$ cat src/rtl/fifo_pkg.sv
// Shared types and constants for the FIFO-to-serial converter.
// FIFO_SERIALIZER_PARITY_EN adds the PARITY state to the FSM encoding.
package fifo_pkg;

   localparam int DEFAULT_WIDTH = 4;

   typedef enum logic [2:0] {
      IDLE   = 3'd0,
      POP    = 3'd1,
      LOAD   = 3'd2,
      SHIFT  = 3'd3
`ifdef FIFO_SERIALIZER_PARITY_EN
      , PARITY = 3'd4
`endif
   } ser_state_e;

endpackage

$ cat src/rtl/fifo_ser_shreg.sv
// Parallel-load shift register with saturating bit counter.
// MSB_FIRST selects which end of the word is presented on bit_out.
module fifo_ser_shreg
   import fifo_pkg::*;
#(
   parameter int WIDTH     = DEFAULT_WIDTH,
   parameter bit MSB_FIRST = 1'b0
) (
   input  logic                         clk,
   input  logic                         rst,
   input  logic                         load,
   input  logic                         shift,
   input  logic [WIDTH-1:0]             d,
   output logic                         bit_out,
   output logic [$clog2(WIDTH+1)-1:0]   cnt,
   output logic                         last
);

   localparam int CW = $clog2(WIDTH+1);

   logic [WIDTH-1:0] sr;

   always_ff @(posedge clk) begin
      if (rst) begin
         sr  <= '0;
         cnt <= '0;
      end else if (load) begin
         sr  <= d;
         cnt <= '0;
      end else if (shift) begin
         if (MSB_FIRST) begin
            sr <= {sr[WIDTH-2:0], 1'b0};
         end else begin
            sr <= {1'b0, sr[WIDTH-1:1]};
         end
         // Counter saturates on the last bit; the FSM leaves SHIFT there.
         if (!last) begin
            cnt <= cnt + 1'b1;
         end
      end
   end

   assign bit_out = MSB_FIRST ? sr[WIDTH-1] : sr[0];
   assign last    = (cnt == CW'(WIDTH-1));

endmodule

$ cat src/rtl/fifo_serializer.sv
// Pops words from an upstream FIFO and streams them out one bit at a time
// with valid/ready. Define FIFO_SERIALIZER_PARITY_EN to append an even-parity bit.
module fifo_serializer
   import fifo_pkg::*;
#(
   parameter int WIDTH     = DEFAULT_WIDTH,
   parameter bit MSB_FIRST = 1'b0
) (
   input  logic             clk,
   input  logic             rst,
   input  logic             empty,
   input  logic [WIDTH-1:0] in_data,
   output logic             pop,
   input  logic             ser_ready,
   output logic             ser_valid,
   output logic             ser_out,
   output logic             ser_first,
   output logic             busy
);

   localparam int CW = $clog2(WIDTH+1);

   // Handshake: a bit transfers on a rising edge where ser_valid and
   // ser_ready are both high; while ser_ready is low ser_out is held.

   ser_state_e    state;
   logic          load;
   logic          shift;
   logic          shreg_bit;
   logic          last;
   logic          cur_bit;
   logic [CW-1:0] cnt;

   assign load  = (state == LOAD);
   assign shift = (state == SHIFT) && ser_ready;

   fifo_ser_shreg #(
      .WIDTH     (WIDTH),
      .MSB_FIRST (MSB_FIRST)
   ) u_shreg (
      .clk     (clk),
      .rst     (rst),
      .load    (load),
      .shift   (shift),
      .d       (in_data),
      .bit_out (shreg_bit),
      .cnt     (cnt),
      .last    (last)
   );

`ifdef FIFO_SERIALIZER_PARITY_EN
   logic par_q;

   // Parity is taken from the word as loaded, before shifting destroys it.
   always_ff @(posedge clk) begin
      if (rst) begin
         par_q <= 1'b0;
      end else if (load) begin
         par_q <= ^in_data;
      end
   end

   assign cur_bit = (state == PARITY) ? par_q : shreg_bit;
`else
   assign cur_bit = shreg_bit;
`endif

   always_ff @(posedge clk) begin
      if (rst) begin
         state     <= IDLE;
         pop       <= 1'b0;
         ser_valid <= 1'b0;
         busy      <= 1'b0;
      end else begin
         case (state)
            IDLE: begin
               if (!empty) begin
                  state <= POP;
                  pop   <= 1'b1;
                  busy  <= 1'b1;
               end
            end
            POP: begin
               state <= LOAD;
               pop   <= 1'b0;
            end
            LOAD: begin
               state     <= SHIFT;
               ser_valid <= 1'b1;
            end
            SHIFT: begin
               if (ser_ready && last) begin
`ifdef FIFO_SERIALIZER_PARITY_EN
                  state <= PARITY;
`else
                  ser_valid <= 1'b0;
                  if (!empty) begin
                     state <= POP;
                     pop   <= 1'b1;
                  end else begin
                     state <= IDLE;
                     busy  <= 1'b0;
                  end
`endif
               end
            end
`ifdef FIFO_SERIALIZER_PARITY_EN
            PARITY: begin
               if (ser_ready) begin
                  ser_valid <= 1'b0;
                  if (!empty) begin
                     state <= POP;
                     pop   <= 1'b1;
                  end else begin
                     state <= IDLE;
                     busy  <= 1'b0;
                  end
               end
            end
`endif
            default: begin
               state     <= IDLE;
               pop       <= 1'b0;
               ser_valid <= 1'b0;
               busy      <= 1'b0;
            end
         endcase
      end
   end

   assign ser_out   = ser_valid & cur_bit;
   assign ser_first = ser_valid && (state == SHIFT) && (cnt == '0);

endmodule

$ cat config.mk
export PLATFORM = sky130hd
export DESIGN_NAME = fifo_serializer
export DESIGN_NICKNAME = d
export VERILOG_FILES = /design/src/rtl/fifo_pkg.sv /design/src/rtl/fifo_ser_shreg.sv /design/src/rtl/fifo_serializer.sv
export SDC_FILE = /design/constraint.sdc
export NUM_CORES = 1
export LEC_CHECK = 0
export ABC_CLOCK_PERIOD_IN_PS = 2070
export CAP_MARGIN = 5
export CORE_AREA = 2 2 39 41
export CTS_BUF_LIST = sky130_fd_sc_hd__clkbuf_8
export DETAILED_ROUTE_END_ITERATION = 10
export DIE_AREA = 0 0 41 43
export MAX_ROUTING_LAYER = met4
export PLACE_DENSITY = 0.85
export SYNTH_ARGS = -nofsm -noshare
export SYNTH_HDL_FRONTEND = slang
export SYNTH_HIERARCHICAL = 1
export SYNTH_SLANG_ARGS = --single-unit
$ cat constraint.sdc
create_clock -name clk -period 2.07 [get_ports clk]
set_clock_uncertainty 0.1 [all_clocks]
set_input_delay 0.414 -clock clk [delete_from_list [all_inputs] [get_ports clk]]
set_output_delay 0.414 -clock clk [all_outputs]
set_load 0.005 [all_outputs]
==> flow_metrics.tcl <==
set metrics [dict create \
    synth_area_um2 648 \
    finalMaxSlewViolations 0 \
    setup.worst_path.start_class "register" \
    cts-buffers-inserted 3 \
    antenna_found_initial 0 \
    number_of_nets_in_the_layout 98 \
    synth-warning-count 6 \
    crit_fanout 5 \
    critical_path_arrival_ns 1.33 \
    worst_skew_pair.late_latency_ns 0.24 \
    dr_wl_met3_um 33 \
    drtIter0Drc 10 \
    core_area_um2 1380 \
    syn-instance-count 67 \
    synth_edf_count 0 \
    worst_slew_pin_slew_ns 0.478 \
    synth_area_leaders "dfxtp_1 37%, ha_1 12%, mux2i_1 6.2%" \
    die_w_um 41 \
    clock_sink_count 12 \
    rsz_0062_raised_after_global_routing "no" \
    clk_pin_slew_ns 0.05 \
    ant_nets 0 \
    drc 0 \
    avgRoutedWirePerCell_um 11.8 \
    wirelength_met1_um 576 \
    setup.worst_path.class "reg2out" \
    cts_tree "built" \
    final-instance-count-excl-fill 98 \
    dp_cells 95 \
    layout-drive-gt1-share_pct 18.3 \
    run_status "complete, no violations" \
    topRoutingLayerUsed "met4" \
    grt_pass1_wl_mm 1.97 \
    power_leakage_nw 0.318 \
    fin_setup_tns_ns 0 \
    grt_overflow 0 \
    synth-seq-area-share_pct 37.1 \
    dr_total_vias 518 \
    ctsHoldBuffers 0 \
    global_route.usage.total_pct 16.5 \
    design_power_total_mw 0.935 \
    synth.avg_cell_area_um2 9.67 \
    flow.area_growth_from_synthesis_pct 28.8 \
    yosys.area.top_type_share_pct 37.1 \
    slew_headroom_pct 68.1 \
    floorplan.initialDensity_pct 46.8 \
    num_io_pins 13 \
    crit_path_end_kind "output pin" \
    grt_pass1_vias 482 \
    drt_pre_antenna_iters 2 \
    ctsHtreeMaxLevel 1 \
    root_buffer "clkbuf_8" \
    timing.hold.worst.class "reg2reg" \
    die_area_um2 1760 \
    yosys.cell_types.count 26 \
    final.period_utilization_pct 88.9 \
    peakVddDrop_mv 0.623 \
    yosys.area.top_type "dfxtp_1" \
    fp.dieH_um 43 \
    timing.fmax_mhz 544 \
    wl_mm 1.15 \
    min_period_ns 1.84 \
    synth_nets 81 \
    grt_max_degree 13 \
    routed-wl-met2_um 513 \
    synth_top_flop_cell "dfxtp_1" \
    antennaDiodeCount 0 \
    place.detailed.hpwl_um 885 \
    post-cts-setup-buffer-count 0 \
    port_buffers 12 \
    worst_ep_required_time_ns 1.56 \
    flop_and_latch_count_out_of_synthesis 12 \
    power-per-cell-area_nw_per_um2 1120 \
    gp_congestion 0.805 \
    postCtsResizedCells 3 \
    asyncSetResetFlopFracSynth_pct 0 \
    setup_viol_count_final 0 \
    routed_via_density 5.29 \
    timing_hold_violations_final 0 \
    drv_cap 0 \
    clk_path_buf_depth 2 \
    placementRows 14 \
]
-- routing by layer --
metal  vias to the layer above  GRT usage, %
met4                         0          10.0
met2                        11          22.8
met5                         -             -
met3                         4          1.57
met1                       238          22.4
li1                        265             -
-- report_power, final --
part	switching [mW]	leakage, nW	internal [mW]	total, mW
clock network	0.0798	0.0216	0.128	0.208
logic	0.190	0.198	0.200	0.390
registers	0.0416	0.0982	0.295	0.337
-- layout make-up --
type	instances	area, um^2
fill	130	549
multi-input combinational	48	383
sequential	12	241
timing repair buffer	13	126
clock buffer	3	41.3
inverter	6	22.5
tap	16	20.0
-- final timing paths --
kind / start / endpoint / slack [ns] / cells after the start
hold / removal: pop / pop / 0.37 / 2
hold reg to reg: pop / pop / 0.37 / 2
setup reg to reg: state[0] / ser_valid / 0.38 / 5
setup / recovery: state[0] / ser_first / 0.23 / 4
-- cell families (layout without fill, tap and decap cells) --
| kind of cell | Yosys count | in the layout | share of synthesized area (%) |
|---|---|---|---|
| compound gates | 11 | 11 | 14.7 |
| xor+xnor | 1 | 1 | 1.35 |
| fa+ha+maj | 6 | 6 | 11.6 |
| buf+inv | 7 | 22 | 4.25 |
| flops | 12 | 12 | 37.1 |
| mux | 7 | 7 | 11.4 |
| simple gates | 23 | 23 | 19.7 |
-- placed cells by master (no fill, tap or decap), types with 2 or more instances in the layout --
cell             netlist  layout
dfxtp_1               12      11
clkdlybuf4s50_1        0      11
inv_1                  6       6
nor2_1                 6       6
ha_1                   6       5
a21oi_1                4       4
mux2i_1                4       4
nor3_1                 3       3
or3_1                  3       3
clkbuf_8               0       3
mux2_2                 3       3
and2_1                 2       2
or2_1                  2       2
o21ai_0                2       2
-- per-stage QoR --
step | util (%) | instance area (um^2) | setup WS, ns | hold slack, ns
floorplan | - | 648 | 0.526 | 0.358
global placement | 57.1 | 791 | 0.198 | 0.363
detailed placement | 57.1 | 791 | 0.138 | 0.365
CTS | 60.3 | 835 | 0.210 | 0.374
global route | 60.3 | 835 | 0.143 | 0.403
finish | 60.3 | 835 | 0.230 | 0.366
-- registers in the layout, summed over array words and instances (netlist names) --
register and flops:
u_shreg/sr 4, state 2, ser_valid 1, pop 1
u_shreg/cnt 3, busy 1
-- synth_stat cells (2+ instances only) --
cell and instances:
and2_1 2, o21ai_0 2, nor2_1 6, or3_1 3, or2_1 2, mux2_2 3
nor3_1 3, inv_1 6, mux2i_1 4, ha_1 6, dfxtp_1 12, a21oi_1 4
-- critical path: stages, from the launching register on --
cell and delay [ns]:
dfxtp_1 0.37, ha_2 0.23, nand2_1 0.06, nor4_1 0.16
dlygate4sd2_1 0.27
Note: power is estimated with default switching activity, not from simulation.
